$ cat src/rtl/display_capture.sv
// display_capture: receiver for the display_decoder serial segment link. It requests bits with next_led,
// rebuilds 7-segment patterns and decodes them to a binary value. Define DISPLAY_CAPTURE_DP_EN to capture dp bits.
module display_capture #(
  parameter int GAP_CYCLES = 10,
  parameter int TIMEOUT    = 64
) (
  input  logic        clk,
  input  logic        rst,
  input  logic        start,
  input  logic [1:0]  digit_count,
  input  logic        led_data,
  input  logic        busy_in,
  output logic        next_led,
  output logic        busy,
  output logic [15:0] value,
  output logic        valid,
  output logic        error,
  output logic [2:0]  dp_mask
);
  localparam int GAP_W = (GAP_CYCLES > 1) ? $clog2(GAP_CYCLES) : 1;
  localparam int TO_W  = (TIMEOUT > 1) ? $clog2(TIMEOUT) : 1;
  localparam logic [GAP_W-1:0] GAP_LAST = GAP_W'(GAP_CYCLES - 1);
  localparam logic [TO_W-1:0]  TO_LAST  = TO_W'(TIMEOUT - 1);
`ifdef DISPLAY_CAPTURE_DP_EN
  localparam int PAT_W = 8;
`else
  localparam int PAT_W = 7;  // the dp bit is shifted past the register and lost
`endif

  typedef enum logic [2:0] {IDLE, REQ, WAIT, GAP, DIGIT, DONE} state_t;

  state_t             state_q, state_d;
  logic [1:0]         dc_q, dc_d;
  logic [2:0]         bit_cnt_q, bit_cnt_d;
  logic [1:0]         digit_cnt_q, digit_cnt_d;
  logic [GAP_W-1:0]   gap_cnt_q, gap_cnt_d;
  logic [TO_W-1:0]    to_cnt_q, to_cnt_d;
  logic [PAT_W-1:0]   pattern_q, pattern_d;
  logic [15:0]        acc_q, acc_d;
  logic [15:0]        weight_q, weight_d;
  logic               err_q, err_d;
  logic               busy_q, busy_d;
  logic               valid_q, valid_d;
  logic [15:0]        value_q, value_d;
  logic               error_q, error_d;
  logic [4:0]         dec;
`ifdef DISPLAY_CAPTURE_DP_EN
  logic [2:0]         dp_acc_q, dp_acc_d;
  logic [2:0]         dp_mask_q, dp_mask_d;
`endif

  // Returns {invalid, digit}; unknown patterns decode as digit 0 with the invalid flag set.
  function automatic logic [4:0] seg_decode(input logic [6:0] seg);
    case (seg)
      7'h3F:   seg_decode = 5'd0;
      7'h06:   seg_decode = 5'd1;
      7'h5B:   seg_decode = 5'd2;
      7'h4F:   seg_decode = 5'd3;
      7'h66:   seg_decode = 5'd4;
      7'h6D:   seg_decode = 5'd5;
      7'h7D:   seg_decode = 5'd6;
      7'h07:   seg_decode = 5'd7;
      7'h7F:   seg_decode = 5'd8;
      7'h6F:   seg_decode = 5'd9;
      default: seg_decode = 5'h10;
    endcase
  endfunction

  always_comb begin
    state_d     = state_q;
    dc_d        = dc_q;
    bit_cnt_d   = bit_cnt_q;
    digit_cnt_d = digit_cnt_q;
    gap_cnt_d   = gap_cnt_q;
    to_cnt_d    = to_cnt_q;
    pattern_d   = pattern_q;
    acc_d       = acc_q;
    weight_d    = weight_q;
    err_d       = err_q;
    busy_d      = busy_q;
    valid_d     = 1'b0;
    value_d     = value_q;
    error_d     = error_q;
    dec         = seg_decode(pattern_q[6:0]);
`ifdef DISPLAY_CAPTURE_DP_EN
    dp_acc_d    = dp_acc_q;
    dp_mask_d   = dp_mask_q;
`endif
    case (state_q)
      IDLE: begin
        if (start) begin
          dc_d        = digit_count;
          acc_d       = 16'd0;
          weight_d    = 16'd1;
          bit_cnt_d   = 3'd0;
          digit_cnt_d = 2'd0;
          err_d       = 1'b0;
`ifdef DISPLAY_CAPTURE_DP_EN
          dp_acc_d    = 3'b000;
`endif
          if (digit_count != 2'd0) begin
            busy_d  = 1'b1;
            state_d = REQ;
          end else begin
            state_d = DONE;
          end
        end
      end
      REQ: begin
        to_cnt_d = '0;
        state_d  = WAIT;
      end
      WAIT: begin
        if (!busy_in) begin
          pattern_d = {pattern_q[PAT_W-2:0], led_data};
          gap_cnt_d = '0;
          if (bit_cnt_q == 3'd7) begin
            state_d = DIGIT;
          end else begin
            bit_cnt_d = bit_cnt_q + 3'd1;
            state_d   = GAP;
          end
        end else if (to_cnt_q == TO_LAST) begin
          err_d   = 1'b1;
          state_d = DONE;
        end else begin
          to_cnt_d = to_cnt_q + TO_W'(1);
        end
      end
      GAP: begin
        if (gap_cnt_q == GAP_LAST) state_d = REQ;
        else gap_cnt_d = gap_cnt_q + GAP_W'(1);
      end
      DIGIT: begin
        if (dec[4]) err_d = 1'b1;
        acc_d    = acc_q + 16'(dec[3:0]) * weight_q;
        weight_d = (weight_q << 3) + (weight_q << 1);
`ifdef DISPLAY_CAPTURE_DP_EN
        dp_acc_d[digit_cnt_q] = pattern_q[7];
`endif
        if (({1'b0, digit_cnt_q} + 3'd1) < {1'b0, dc_q}) begin
          digit_cnt_d = digit_cnt_q + 2'd1;
          bit_cnt_d   = 3'd0;
          gap_cnt_d   = '0;
          state_d     = GAP;
        end else begin
          state_d = DONE;
        end
      end
      DONE: begin
        value_d = acc_q;
        error_d = err_q;
        valid_d = 1'b1;
        busy_d  = 1'b0;
`ifdef DISPLAY_CAPTURE_DP_EN
        dp_mask_d = dp_acc_q;
`endif
        state_d = IDLE;
      end
      default: state_d = IDLE;
    endcase
  end

  always_ff @(posedge clk) begin
    if (rst) begin
      state_q     <= IDLE;
      dc_q        <= 2'd0;
      bit_cnt_q   <= 3'd0;
      digit_cnt_q <= 2'd0;
      gap_cnt_q   <= '0;
      to_cnt_q    <= '0;
      pattern_q   <= '0;
      acc_q       <= 16'd0;
      weight_q    <= 16'd0;
      err_q       <= 1'b0;
      busy_q      <= 1'b0;
      valid_q     <= 1'b0;
      value_q     <= 16'd0;
      error_q     <= 1'b0;
`ifdef DISPLAY_CAPTURE_DP_EN
      dp_acc_q    <= 3'b000;
      dp_mask_q   <= 3'b000;
`endif
    end else begin
      state_q     <= state_d;
      dc_q        <= dc_d;
      bit_cnt_q   <= bit_cnt_d;
      digit_cnt_q <= digit_cnt_d;
      gap_cnt_q   <= gap_cnt_d;
      to_cnt_q    <= to_cnt_d;
      pattern_q   <= pattern_d;
      acc_q       <= acc_d;
      weight_q    <= weight_d;
      err_q       <= err_d;
      busy_q      <= busy_d;
      valid_q     <= valid_d;
      value_q     <= value_d;
      error_q     <= error_d;
`ifdef DISPLAY_CAPTURE_DP_EN
      dp_acc_q    <= dp_acc_d;
      dp_mask_q   <= dp_mask_d;
`endif
    end
  end

  assign next_led = (state_q == REQ);
  assign busy     = busy_q;
  assign valid    = valid_q;
  assign value    = value_q;
  assign error    = error_q;
`ifdef DISPLAY_CAPTURE_DP_EN
  assign dp_mask  = dp_mask_q;
`else
  assign dp_mask  = 3'b000;
`endif

endmodule
$ cat config.mk
export PLATFORM = sky130hd
export DESIGN_NAME = display_capture
export DESIGN_NICKNAME = d
export VERILOG_FILES = /design/src/rtl/display_capture.sv
export SDC_FILE = /design/constraint.sdc
export NUM_CORES = 1
export LEC_CHECK = 0
export BUFFER_PORTS_ARGS = -buffer_cell sky130_fd_sc_hd__buf_2
export CAP_MARGIN = 20
export CORE_MARGIN = 2
export CORE_UTILIZATION = 30
export DETAILED_ROUTE_END_ITERATION = 8
export GPL_TIMING_DRIVEN = 0
export PLACE_DENSITY = 0.43
export SLEW_MARGIN = 20
export SYNTH_ARGS = -nofsm -noshare
export SYNTH_HDL_FRONTEND = slang
export SYNTH_SLANG_ARGS = --single-unit
$ cat constraint.sdc
create_clock -name clk -period 13.85 [get_ports clk]
set_input_delay 3.4625 -clock clk [delete_from_list [all_inputs] [get_ports clk]]
set_output_delay 3.4625 -clock clk [all_outputs]
set_load 0.02 [all_outputs]
* Word level (Yosys, flattened, before mapping)
Index checks and enable logic that the tools add are counted.
** Storage, ports and cells
- Output and inout bits :: 23
- Logic and storage cells :: 108
- Flip-flop bits (word level) :: 79
- Bits of input ports :: 7
** Operators by class
- Reduce and logical (&&, ||, !) cells :: 17
- Add/sub/neg operators :: 7
- Multipliers :: 1
- Bitwise operators :: 1
- Equality and inequality tests :: 30
- Magnitude comparators :: 1
- Muxes and demuxes :: 37
** Operators by type and width (number)
- one-hot mux 16 bit (2 select lines) :: 2
- one-hot mux 5 bit (10 select lines) :: 1
- equality test 7 bit (second input constant) :: 7
- two-way mux 3 bit :: 11
- adder 16 bit :: 2
- two-way mux 16 bit :: 2
- != test 2 bit (second input constant) :: 11
- multiplier 4 x 16 -> 16 bit :: 1
- one-hot mux 3 bit (5 select lines) :: 1
- equality test 7 x 3 -> 1 bit (second input constant) :: 2
- two-way mux 4 bit :: 3
- two-way mux 6 bit :: 2
- one-hot mux 4 bit (3 select lines) :: 1
- one-hot mux 6 bit (2 select lines) :: 1
- AND reduction 3 bit :: 4
- AND reduction 5 bit :: 2
- equality test 3 bit (second input constant) :: 3
- one-hot mux 3 bit (3 select lines) :: 1
- nonzero test 2 bit :: 4
- equality test 7 x 6 -> 1 bit (second input constant) :: 1
- two-way mux 1 bit :: 7
- adder 6 x 1 -> 6 bit (second input constant) :: 1
- equality test 3 x 2 -> 1 bit (second input constant) :: 2
- equality test 6 bit (second input constant) :: 1
- 17 further kinds :: 21

* Longest topological paths before layout
Gate-level depths: netlist (run 1).
- Word-level depth :: 5
- Gate-level depth with buffers :: 20
- Mapped depth without buffers :: 18

* Least setup slack after synthesis (run 1)
Ideal clock, no wire load.
- Path kind :: register to register
- Start :: register pattern_q[4]
- End :: register acc_q[13]
- Period minus slack after synthesis :: 4878 ps
- Required time :: 13733 ps
- Slack :: 8972 ps
- Library setup time :: 117 ps
- Path buffers :: 2
- Cell stages (with the launch flop) :: 20
- Arrival time :: 4761 ps
- Cells stage by stage :: dfxtp_1 buf_4 inv_2 or4_4 o221ai_1 clkbuf_1 and2_1 fa_1 fa_1 inv_1 fa_1 inv_1 ha_1 o21ai_0 o32a_1 o31ai_1 o41ai_2 o21bai_1 xor2_1 a22o_1
** On the way
- Word-level cells in the longest chain between the ends :: 5
- Elaborated cells between the ends (all ways) :: 14
- Classes of those cells :: add/sub: 1; mul: 1; eq/ne: 10; mux: 2
** RTL lines
- from (decl) :: RTL line 38 : logic [PAT_W-1:0] pattern_q, pattern_d;
- from (signal assigned) :: RTL line 191 : pattern_q <= pattern_d;
- equality test 7 bit, or another cell as far along :: RTL line 54 : case (seg)
- one-hot mux 5 bit (10 select lines) (*) :: RTL line 54
- multiplier 4 x 16 -> 16 bit (*) :: RTL line 136 : acc_d = acc_q + 16'(dec[3:0]) * weight_q;
- adder 16 bit (*) :: RTL line 136
- one-hot mux 16 bit (2 select lines) (*) :: RTL line 89 : case (state_q)
- to (signal assigned) :: RTL line 173 : acc_q <= 16'd0;
- to (signal assigned) :: RTL line 192 : acc_q <= acc_d;
- to (decl) :: RTL line 39 : logic [15:0] acc_q, acc_d;
Every way passes the cells marked *; elsewhere a longest branch is shown, timed or not.
A chain may end at the register's enable or synchronous reset.

* Worst setup path after layout (run 1)
- Start :: register pattern_q[5]
- End :: register acc_q[13]
Same word-level chain as after synthesis.

==> metrics.md, run 1 <==
| Metric | Value |
|---|---|
| Status | `finished clean` |
| Hold Path Depth | `2` |
| Grt ovf | `0` |
| Top-level port count | `30` |
| Crit path cell chain | `buf_4, nor2_1, nand4_1, o221ai_1, clkbuf_1, and2_1, fa_1, fa_1, inv_1, fa_1, inv_1, ha_1, o21ai_0, o32a_1, o31ai_1, o41ai_2, o21bai_1, xor2_1, a22o_1` |
| Synth top area share | `0.2680` |
| Gr usage total | `0.1546` |
| Slew headroom | `0.4104` |
| Placed cells | `1014` |
| Hold WC Path Type | `register to register` |
| GR Layer Usage met1 | `0.2019` |
| Synth warnings | `0` |
| Crit Path Category | `register to register` |
| Core ar. | `0.01940 mm²` |
| P per Cell Area | `97.37 mW/mm²` |
| Vias in the first global route | `4810` |
| Detailed-router iteration count before antenna repair | `4` |
| RSZ-0062 raised after global routing | `no` |
| Post-CTS setup buffer count | `0` |
| Dpl hpwl | `11.77 mm` |
| Share of layout cells above drive strength 1 | `0.1033` |
| CP endpoint kind | `register` |
| CTS tree | `done` |
| Yosys cell types | `69` |
| Final setup viols | `0` |
| R2R Path End | `acc_q[13]$_SDFFE_PP0P_` |
| Reg2reg path depth | `19` |
| Diode count | `0` |
| Clock buffer depth | `2` |
| Final Hold Fails | `0` |
| Fin. max-slew vios | `0` |
| Die Area | `0.02081 mm²` |
| R2R Setup Slk | `8.11 ns` |
| Cell seen most often among critical-path stages | `fa_1` |
| Avg Cell Area, Syn | `8.186 µm²` |
| Measured slew at the worst slew-check pin | `0.8844 ns` |
| Slowest CP cell | `o221ai_1` |
| Met2 GRT Util | `0.2574` |
| Worst EP required | `14.10 ns` |
| Worst Setup Start Kind | `register` |
| Die height | `144.3 µm` |
| Cts hold-fix bufs | `0` |
| Cells resized by post-CTS repair | `0` |
| Clock transition at path regs | `0.06 ns` |
| Drt drc | `0` |
| Peak Freq | `174.3 MHz` |
| Met3 Resource Use GR | `0.03278` |
| Post-Route Setup TNS | `0 ns` |
| Worst Setup SP | `pattern_q[5]$_SDFFE_PP0P_` |
| Clock Power Share | `0.398` |
| Fin Clk Skew | `0.009887 ns` |
| DR iter-0 viols | `178` |
| Clk Latency, worst-skew pair | `0.36 ns` |
| Sw Share | `0.3347` |
| Pin count of the biggest net entering global routing | `14` |
| Placer Congestion | `0.8717` |
| GR peak layer | `met2` |
| Power share of the combinational group | `0.225` |
| Fin crit share | `0.4142` |
| Worst Path Max Fanout | `10` |
| Post-synthesis async set-or-reset flop share | `0` |
| P_leak | `2.772 nW` |
| Post-DRT Antenna Nets | `0` |
| Port Buffer Count | `26` |
| Total Power | `0.6516 mW` |
| Top_reg_cell synth | `dfxtp_1` |
| Mapped Area | `0.005902 mm²` |
| WL final | `15.31 mm` |
| Initial core utilization | `0.3042` |
| Crit path to | `acc_q[13]$_SDFFE_PP0P_` |
| Fin crit period | `5.736 ns` |
| Max-Cap Viols | `0` |
| Average wire per standard cell | `14.86 µm` |
| Area grow syn2layout | `13.40%` |
| Area leader, netlist | `dfxtp_1` |
| First-pass GRT wire length | `24.68 mm` |
| Critical Path AT | `5.99 ns` |
| Seq/Total Area, Yosys | `0.2680` |
| Antenna violations before repair | `0` |
| Gate Count Post-Synth | `721` |
| CP max stage delay | `0.75 ns` |
| Fin cells | `1030` |
| Rows | `51` |
| H-tree level count | `3` |
| Flop pwr share | `0.377` |
| EDFF count, synth | `0` |
| CTS buffer count | `9` |
| VDD IR-drop max | `0.00006692 V` |
| Vias/cell | `4.783` |
| Root buf cell | `clkbuf_16` |
| Main area contributors after synthesis | `dfxtp_1 (27%), fa_1 (14%), ha_1 (7.8%), a21oi_1 (5.9%), nand2_1 (5.9%)` |
| Synth Register Bits | `79` |
| P_sw | `0.2181 mW` |
| Internal power | `0.4336 mW` |
| Routed via count | `4927` |
| Post-layout util | `0.3450` |
| Area after DPL | `0.006371 mm²` |
| Crit Reg-Reg Startpoint | `pattern_q[5]$_SDFFE_PP0P_` |
| Final #Nets | `844` |
| TritonCTS Sinks | `79` |
| Chip Width | `144.3 µm` |
| Finished Cell Area | `0.006693 mm²` |
[kinds of logic after synthesis]
logic type,Yosys count,synth area share
adders and majority gates,77,0.2141
and+or+nand+nor,268,0.2249
buffers and inverters,113,0.07929
muxes,3,0.005300
xor gates and xnor gates,28,0.04388
AOI/OAI and AO/OA,152,0.1639
DFF,79,0.2680
other,1,0.0006354
[cells in the mapped netlist, types with 3 or more instances]
cell type / n
nand2b_1: 5
xor2_1: 11
and2_2: 4
and2_1: 31
o21a_1: 7
o21bai_1: 4
a22oi_1: 7
a22o_1: 3
nor3_1: 14
clkbuf_1: 19
o21ai_1: 4
xnor2_1: 16
and3_1: 6
dfxtp_1: 79
o21ai_0: 18
nand4_1: 5
a31oi_1: 6
a211oi_1: 4
ha_1: 37
or2_2: 4
nand3_1: 21
nor2_1: 48
inv_1: 81
a21oi_1: 69
or3_1: 5
nor4_1: 3
nand2_1: 92
o211ai_1: 3
nand2_2: 3
a21o_1: 4
nor2b_1: 15
fa_1: 40
buf_4: 7
[how the worst min path moves through the flow]
stage | startpoint | endpoint | slack, ns
6_report | value[7]$_SDFFE_PP0P_ | value[7]$_SDFFE_PP0P_ | 0.45
5_1_grt | value[7]$_SDFFE_PP0P_ | value[7]$_SDFFE_PP0P_ | 0.47
4_1_cts | value[7]$_SDFFE_PP0P_ | value[7]$_SDFFE_PP0P_ | 0.45
3_5_place_dp | value[10]$_SDFFE_PP0P_ | value[10]$_SDFFE_PP0P_ | 0.44
3_3_place_gp | value[10]$_SDFFE_PP0P_ | value[10]$_SDFFE_PP0P_ | 0.44
2_1_floorplan | err_q$_SDFFE_PP0P_ | error$_SDFFE_PP0P_ | 0.43
[routing by layer]
| layer | vias up | wire, µm |
|---|---|---|
| li1 | 2467 | - |
| met1 | 2347 | 7218 |
| met2 | 90 | 7198 |
| met3 | 23 | 610 |
| met4 | 0 | 280 |
| met5 | - | 0 |
[power by group through the flow]
stage | combinational [mW] | sequential, mW | clock (mW)
2_1_floorplan | 0.0984 | 0.250 | 0
3_3_place_gp | 0.145 | 0.251 | 0
3_5_place_dp | 0.146 | 0.251 | 0
4_1_cts | 0.146 | 0.246 | 0.267
5_1_grt | 0.162 | 0.248 | 0.274
6_report | 0.146 | 0.246 | 0.259
[per-stage QoR]
stage | hold WS [ns] | worst slack (ns)
after floorplan | 0.4314 | 8.972
after global placement | 0.4396 | 8.157
after detailed placement | 0.4439 | 8.118
after CTS | 0.4529 | 8.101
after global routing | 0.4655 | 7.710
final | 0.4486 | 8.114
[critical path, delay by kind of cell, from the launching register on]
family          cells  cell delay, ns
xor+xnor            1            0.15
fa+ha+maj           4            1.83
flops               1            0.30
compound gates      7            2.16
simple gates        3            0.53
buf+inv             4            0.66
[layout make-up]
type                       instances  area, µm²
tap                              265      331.6
fill                            2105      12710
timing repair buffer              26      130.1
sequential                        79       1582
clock buffer                      12      266.5
multi-input combinational        531       3864
inverter                          82      307.8
clock inverter                     4      51.30
buffer                            31      160.2
[state kept, by name, summed over array words and instances (netlist names)]
| name | cells |
|---|---|
| busy | 1 |
| valid | 1 |
| digit_cnt_q | 2 |
| acc_q | 16 |
| state_q | 3 |
| gap_cnt_q | 4 |
| weight_q | 16 |
| error | 1 |
| to_cnt_q | 6 |
| value | 16 |
| err_q | 1 |
| dc_q | 2 |
| bit_cnt_q | 3 |
| pattern_q | 7 |
[cell usage in the layout (no fill, tap or decap), types with 4 or more instances in the layout]
cell       instances
clkbuf_16          9
dfxtp_1           79
ha_1              37
o21a_1             7
or3_1              5
nor3_1            14
nand4_1            5
and2_2             4
a22oi_1            7
nand3_1           21
nand2_1           92
clkbuf_1          19
xnor2_1           16
a21oi_1           69
and2_1            31
buf_4              7
fa_1              40
a211oi_1           4
o21ai_0           18
o21bai_1           4
inv_1             81
nand2b_1           5
nor2b_1           15
or2_2              4
buf_2             28
nor2_1            48
and3_1             6
a21o_1             4
a31oi_1            6
xor2_1            11
Power figures use the tool's default switching activity.
==> inputs of run 2 (changes only) <==
--- a/config.mk
+++ b/config.mk
@@ -11,7 +11,7 @@
 export CORE_UTILIZATION = 30
 export DETAILED_ROUTE_END_ITERATION = 8
 export GPL_TIMING_DRIVEN = 0
-export PLACE_DENSITY = 0.43
+export PLACE_DENSITY = 0.44
 export SLEW_MARGIN = 20
 export SYNTH_ARGS = -nofsm -noshare
 export SYNTH_HDL_FRONTEND = slang
==> constraint.sdc (replaced) <==
create_clock -name clk -period 5.1 [get_ports clk]
set_input_delay 1.275 -clock clk [delete_from_list [all_inputs] [get_ports clk]]
set_output_delay 1.275 -clock clk [all_outputs]
set_load 0.02 [all_outputs]
==> run 2 against run 1 <==
Effect of this change: maximum frequency increased by 17%; flip-flop and latch count unchanged; via count increased by 1.1%; critical endpoint unchanged; sequential power increased to 2.7 times the previous value; clock skew decreased by 0.0040 ns; critical path depth unchanged; global-route usage increased by 0.26 points; die area unchanged; highest routed layer unchanged.
==> metrics.md, run 2 (same netlist as run 1, synthesis figures left out) <==
| Metric | Value |
|---|---|
| Vias/cell | `4.797 (+0.28%)` |
| Commonest non-fill, non-tap cell in the layout | `nand2_1` |
| Hold WC Path Type | `register to register` |
| Fin. max-slew vios | `0 (unchanged)` |
| Peak Freq | `203.7 MHz (+17%)` |
| Final #Nets | `852 (+0.95%)` |
| Final setup viols | `0 (unchanged)` |
| Pin count of the biggest net entering global routing | `14 (unchanged)` |
| Average wire per standard cell | `14.84 µm (-0.18%)` |
| Grt ovf | `0 (unchanged)` |
| Critical Path AT | `5.16 ns (-0.83 ns)` |
| Area grow syn2layout | `15.82%` |
| Die Area | `0.02081 mm² (unchanged)` |
| Vias in the first global route | `4945 (+2.8%)` |
| Fin cells | `1038 (+0.78%)` |
| Dpl hpwl | `11.49 mm (-2.4%)` |
| Die height | `144.3 µm (unchanged)` |
| Measured slew at the worst slew-check pin | `0.8123 ns (-0.07211 ns)` |
| Placer Congestion | `0.8665 (-0.60%)` |
| Slew headroom | `0.4585 (+0.04807)` |
| Setup ws final | `0.1896 ns (-7.924 ns)` |
| WL final | `15.40 mm (+0.59%)` |
| Post-DRT Antenna Nets | `0 (unchanged)` |
| Crit Path Category | `register to register` |
| Root buf cell | `clkbuf_16` |
| Placed cells | `1014 (unchanged)` |
| Clock buffer depth | `2 (unchanged)` |
| CTS tree | `done` |
| CP endpoint kind | `register` |
| Worst Setup Start Kind | `register` |
| DR iter-0 viols | `199 (+12%)` |
| R2R Setup Slk | `0.19 ns (-7.92 ns)` |
| Status | `finished clean` |
| Commonest cells after routing, fill and taps aside | `nand2_1 (91), inv_1 (81), dfxtp_1 (78)` |
| Top-level port count | `30 (unchanged)` |
| Fin crit share | `0.9628 (+0.5486)` |
| Diode count | `0 (unchanged)` |
| Antenna violations before repair | `0 (unchanged)` |
| Routed via count | `4979 (+1.1%)` |
| Fin crit period | `4.910 ns (-0.8260 ns)` |
| First-pass GRT wire length | `24.82 mm (+0.56%)` |
| Worst EP required | `5.35 ns (-8.75 ns)` |
| Max-Cap Viols | `0 (unchanged)` |
| Cts hold-fix bufs | `0 (unchanged)` |
| Filler cell count | `2083 (-1.0%)` |
| Detailed-router iteration count before antenna repair | `5 (+1)` |
| Hold Slack | `0.4493 ns (+0.0006900 ns)` |
| P_leak | `2.798 nW (+0.93%)` |
| Final Hold Fails | `0 (unchanged)` |
| Drt drc | `0 (unchanged)` |
| Post-Place Setup Slack | `-0.6218 ns (-8.740 ns)` |
| Worst Path Max Fanout | `10 (unchanged)` |
| Chip Width | `144.3 µm (unchanged)` |
| Share of layout cells above drive strength 1 | `0.1294 (+0.02610)` |
| Rows | `51 (unchanged)` |
| Clk Latency, worst-skew pair | `0.35 ns (about the same)` |
| P per Cell Area | `249.3 mW/mm² (+160%)` |
| TritonCTS Sinks | `79 (unchanged)` |
| Gr usage total | `0.1572 (+0.002623)` |
| Fin Clk Skew | `0.005933 ns (-0.003954 ns)` |
| Port Buffer Count | `26 (unchanged)` |
| Clock transition at path regs | `0.06 ns (about the same)` |
| VDD IR-drop max | `0.0001384 V (+110%)` |
| Initial core utilization | `0.3042 (unchanged)` |
| CTS buffer count | `9 (unchanged)` |
| Core ar. | `0.01940 mm² (unchanged)` |
| Post-layout util | `0.3524 (+0.007353)` |
| H-tree level count | `3 (unchanged)` |
==> run 2: cell types whose count changed in the layout (fill, tap and decap cells not counted), moves of 2 or more <==
cell        change
ha_1            -3
buf_6           +2
o21ai_2         +2
o31ai_4         +2
clkinvlp_4      +2
clkbuf_1        -3
ha_4            +2
buf_4           +7
o21ai_0         -2
==> run 2: routing by layer <==
metal / wire (µm) / global-route usage
met5: 0 / 0
met2: 7223 / 0.2581
met1: 7254 / 0.2027
met4: 325 / 0.05110
met3: 596 / 0.03974
==> run 2: area by class of cell <==
class                           instances  area, µm²  area share
Multi-Input combinational cell        531       3954      0.5784
Sequential cell                        79       1583      0.2316
Tap cell                              265      331.6     0.04851
Inverter                               82      307.8     0.04503
Clock buffer                           11      252.7     0.03698
Timing Repair Buffer                   34      193.9     0.02837
Buffer                                 31      180.2     0.02636
Clock inverter                          5      32.53    0.004759
==> run 2: timing repair <==
| action | in CTS | in global routing |
|---|---|---|
| resized for setup | 11 | 17 |
| endpoints found under the setup margin | 8 | 5 |
| buffers inserted | 2 | 6 |
| cloned | 0 | 0 |
| pin swaps | 3 | 7 |
| endpoints found under the hold margin | 0 | 0 |
==> run 2: worst paths after layout <==
kind	end	cells past startpoint	start
setup reg to reg	acc_q[13]$_SDFFE_PP0P_	19	pattern_q[4]$_SDFFE_PP0P_
setup / recovery	acc_q[13]$_SDFFE_PP0P_	19	pattern_q[4]$_SDFFE_PP0P_
hold / removal	value[10]$_SDFFE_PP0P_	2	value[10]$_SDFFE_PP0P_
hold reg to reg	value[10]$_SDFFE_PP0P_	2	value[10]$_SDFFE_PP0P_
==> run 2: worst max-delay path, cell delays in order, from the launching register on <==
cell,delay (ns)
dfxtp_1,0.31
buf_4,0.15
inv_2,0.04
or4_4,0.55
o211ai_4,0.15
buf_8,0.17
nand2_1,0.07
fa_1,0.52
fa_1,0.45
fa_1,0.51
inv_1,0.04
ha_1,0.32
nor2b_1,0.18
o31ai_4,0.30
o31ai_4,0.14
o41ai_2,0.30
buf_4,0.19
o21bai_1,0.08
xor2_1,0.14
a22o_1,0.19
==> run 2: where the power goes <==
part | switching [mW] | internal (mW) | leakage, nW | total [mW]
logic | 0.287 | 0.112 | 2.03 | 0.399
registers | 0.0235 | 0.645 | 0.638 | 0.669
clock network | 0.282 | 0.355 | 0.134 | 0.636
==> run 2: through the flow <==
step / total power, mW / setup TNS, ns / instance area (µm²)
3_5_place_dp: 1.081 / -2.816 / 6375
4_1_cts: 1.732 / 0 / 6730
6_report: 1.704 / 0 / 6835
5_1_grt: 1.803 / -0.1007 / 6835
3_3_place_gp: 1.076 / -2.581 / 6371
2_1_floorplan: 0.9464 / 0 / 5909
==> inputs of run 3 (changes only) <==
--- a/config.mk
+++ b/config.mk
@@ -7,11 +7,11 @@
 export LEC_CHECK = 0
 export BUFFER_PORTS_ARGS = -buffer_cell sky130_fd_sc_hd__buf_2
 export CAP_MARGIN = 20
-export CORE_MARGIN = 2
+export CORE_MARGIN = 3
 export CORE_UTILIZATION = 30
 export DETAILED_ROUTE_END_ITERATION = 8
 export GPL_TIMING_DRIVEN = 0
-export PLACE_DENSITY = 0.44
+export PLACE_DENSITY = 0.43
 export SLEW_MARGIN = 20
 export SYNTH_ARGS = -nofsm -noshare
 export SYNTH_HDL_FRONTEND = slang
==> constraint.sdc (replaced) <==
create_clock -name clk -period 4.8 [get_ports clk]
set_input_delay 1.2 -clock clk [delete_from_list [all_inputs] [get_ports clk]]
set_output_delay 1.2 -clock clk [all_outputs]
set_load 0.02 [all_outputs]
==> run 3 against run 2 <==
Effect of this change: the run now ends with negative setup slack left; sequential power increased by 6.3%; clock skew increased by 0.0021 ns; global-route usage decreased by 0.63 points; register-to-register slack got worse by 0.27 ns; largest cell class unchanged; non-clock buffer count increased by 13; maximum frequency increased by 0.64%; flip-flop and latch count unchanged; critical path depth increased by 1; power increased by 8.7%; critical endpoint is now acc_q[15]$_SDFFE_PP0P_; die area increased by 2.8%; setup slack got worse by 0.27 ns.
==> metrics.md, run 3 (same netlist as run 1, synthesis figures left out) <==
| Metric | Value |
|---|---|
| Status | `complete, but fails checks` |
| Failing checks | `negative setup slack` |
| Share of layout cells above drive strength 1 | `0.1705 (+0.04112)` |
| Critical Path AT | `5.13 ns (-0.03 ns)` |
| Hold Slack | `0.4488 ns (-0.0004470 ns)` |
| Clock buffer depth | `2 (unchanged)` |
| TritonCTS Sinks | `79 (unchanged)` |
| Rows | `50 (-2.0%)` |
| Fin. max-slew vios | `0 (unchanged)` |
| Vias in the first global route | `4938 (-0.14%)` |
| Clk Latency, worst-skew pair | `0.35 ns (about the same)` |
| RSZ-0062 raised after global routing | `yes` |
| DR iter-0 viols | `167 (-16%)` |
| Grt ovf | `0 (unchanged)` |
| WL final | `15.89 mm (+3.2%)` |
| Worst Path Max Fanout | `7 (-3)` |
| Core ar. | `0.01902 mm² (-2.0%)` |
| Area after DPL | `0.006432 mm² (+0.90%)` |
| First-pass GRT wire length | `25.71 mm (+3.6%)` |
| Pin count of the biggest net entering global routing | `14 (unchanged)` |
| Drt drc | `0 (unchanged)` |
| R2R Setup Slk | `-0.08 ns (-0.27 ns)` |
| H-tree level count | `3 (unchanged)` |
| Hold WC Path Type | `register to register` |
| Post-Place Setup Slack | `-0.4672 ns (+0.1546 ns)` |
| Clock Power Share | `0.384 (+0.011)` |
| CP endpoint kind | `register` |
| Commonest non-fill, non-tap cell in the layout | `nand2_1` |
| Chip Width | `146.3 µm (+1.4%)` |
| Commonest cells after routing, fill and taps aside | `nand2_1 (90), inv_1 (79), dfxtp_1 (74)` |
| Finished Cell Area | `0.007116 mm² (+4.1%)` |
| Fin Clk Skew | `0.008023 ns (+0.002090 ns)` |
| VDD IR-drop max | `0.0001821 V (+32%)` |
| Filler cell count | `2003 (-3.8%)` |
| Flop pwr share | `0.384 (-0.008)` |
| Post-DRT Antenna Nets | `0 (unchanged)` |
| Final setup viols | `1 (+1)` |
| Die height | `146.3 µm (+1.4%)` |
| Root buf cell | `clkbuf_16` |
| Dpl hpwl | `11.79 mm (+2.6%)` |
| Area grow syn2layout | `20.56%` |
| Slew headroom | `0.4896 (+0.03110)` |
| CTS tree | `done` |
| Fin crit share | `1.016 (+0.05366)` |
| Max-Cap Viols | `0 (unchanged)` |
| Initial core utilization | `0.3103 (+0.006085)` |
| Antenna violations before repair | `0 (unchanged)` |
| Port Buffer Count | `26 (unchanged)` |
| Peak Freq | `205.0 MHz (+0.64%)` |
| Sw Share | `0.3392 (-0.008504)` |
| Clock transition at path regs | `0.07 ns (about the same)` |
| Average wire per standard cell | `15.20 µm (+2.4%)` |
| Diode count | `0 (unchanged)` |
| Placed cells | `1009 (-0.49%)` |
| Detailed-router iteration count before antenna repair | `4 (-1)` |
| CTS buffer count | `9 (unchanged)` |
| Final #Nets | `865 (+1.5%)` |
| Total Power | `1.852 mW (+8.7%)` |
| Final Hold Fails | `0 (unchanged)` |
| Fin crit period | `4.879 ns (-0.03127 ns)` |
| Gr usage total | `0.1509 (-0.006300)` |
| Placer Congestion | `0.8820 (+1.8%)` |
| Fin cells | `1046 (+0.77%)` |
| Power share of the combinational group | `0.232 (-0.002)` |
| Vias/cell | `4.781 (-0.33%)` |
| Crit Reg-Reg Startpoint | `pattern_q[0]$_SDFFE_PP0P_` |
| Internal power | `1.224 mW (+10%)` |
| P_sw | `0.6283 mW (+6.0%)` |
| P_leak | `2.902 nW (+3.7%)` |
| Crit Path Category | `register to register` |
| Setup ws final | `-0.07910 ns (-0.2687 ns)` |
| Worst hold start | `value[7]$_SDFFE_PP0P_` |
| P per Cell Area | `260.3 mW/mm² (+4.4%)` |
| Routed via count | `5001 (+0.44%)` |
| Die Area | `0.02139 mm² (+2.8%)` |
| Worst Setup Start Kind | `register` |
| Measured slew at the worst slew-check pin | `0.7656 ns (-0.04665 ns)` |
| Worst Setup SP | `pattern_q[0]$_SDFFE_PP0P_` |
| Top-level port count | `30 (unchanged)` |
| Worst EP required | `5.05 ns (-0.30 ns)` |
==> run 3: worst paths after layout <==
path	to	cells past startpoint
max reg2reg	acc_q[15]$_SDFFE_PP0P_	20
min reg2reg	value[7]$_SDFFE_PP0P_	2
max	acc_q[15]$_SDFFE_PP0P_	20
min	value[7]$_SDFFE_PP0P_	2
==> run 3: critical path, cell delays in order, from the launching register on <==
cell and delay, ns:
dfxtp_2 0.32, buf_6 0.12, nand3_4 0.08, or4_4 0.53, o221ai_4 0.13, buf_8 0.16
and2_4 0.14, fa_1 0.43, fa_1 0.54, inv_1 0.05, fa_1 0.50, inv_1 0.06
ha_4 0.24, o21ai_4 0.15, o32a_1 0.23, o31ai_4 0.12, o41ai_4 0.40, buf_4 0.18
o21ai_4 0.06, xnor2_1 0.13, a22o_1 0.19
==> run 3: repair_timing <==
| item | CTS | global route |
|---|---|---|
| setup buffers | 8 | 13 |
| pin swaps | 14 | 26 |
| hold buffers | 0 | 0 |
| setup endpoints to repair | 6 | 6 |
| resized for setup | 18 | 30 |
==> run 3: stage by stage <==
stage	util	TNS, ns
floorplan	-	0
global placement	0.3382	-1.636
detailed placement	0.3382	-1.705
CTS	0.3632	0
global route	0.3741	-0.5679
finish	0.3741	-0.07910
==> run 3: final cells by class <==
cell class                      count  area, µm²  area share
Inverter                           82      307.8     0.04326
Buffer                             31      195.2     0.02743
Timing Repair Buffer               47      295.3     0.04150
Clock buffer                       11      242.7     0.03411
Multi-Input combinational cell    531       4101      0.5764
Sequential cell                    79       1590      0.2235
Tap cell                          260      325.3     0.04572
Clock inverter                      5      57.56    0.008089
==> run 3: power by group through the flow <==
| stage | registers [mW] | logic [mW] | clock network (mW) |
|---|---|---|---|
| 3_5_place_dp | 0.725 | 0.421 | 0 |
| 5_1_grt | 0.715 | 0.475 | 0.768 |
| 6_report | 0.711 | 0.429 | 0.712 |
| 2_1_floorplan | 0.722 | 0.285 | 0 |
| 3_3_place_gp | 0.724 | 0.421 | 0 |
| 4_1_cts | 0.710 | 0.424 | 0.740 |
==> run 3: metal layers <==
layer	vias up	global-route usage	wire length, µm	part of all wire
met5	-	0	0	0
met4	0	0.05174	303	0.019
met3	24	0.03693	689	0.043
met2	82	0.2399	7482	0.47
met1	2373	0.2011	7418	0.47
li1	2522	-	-	-
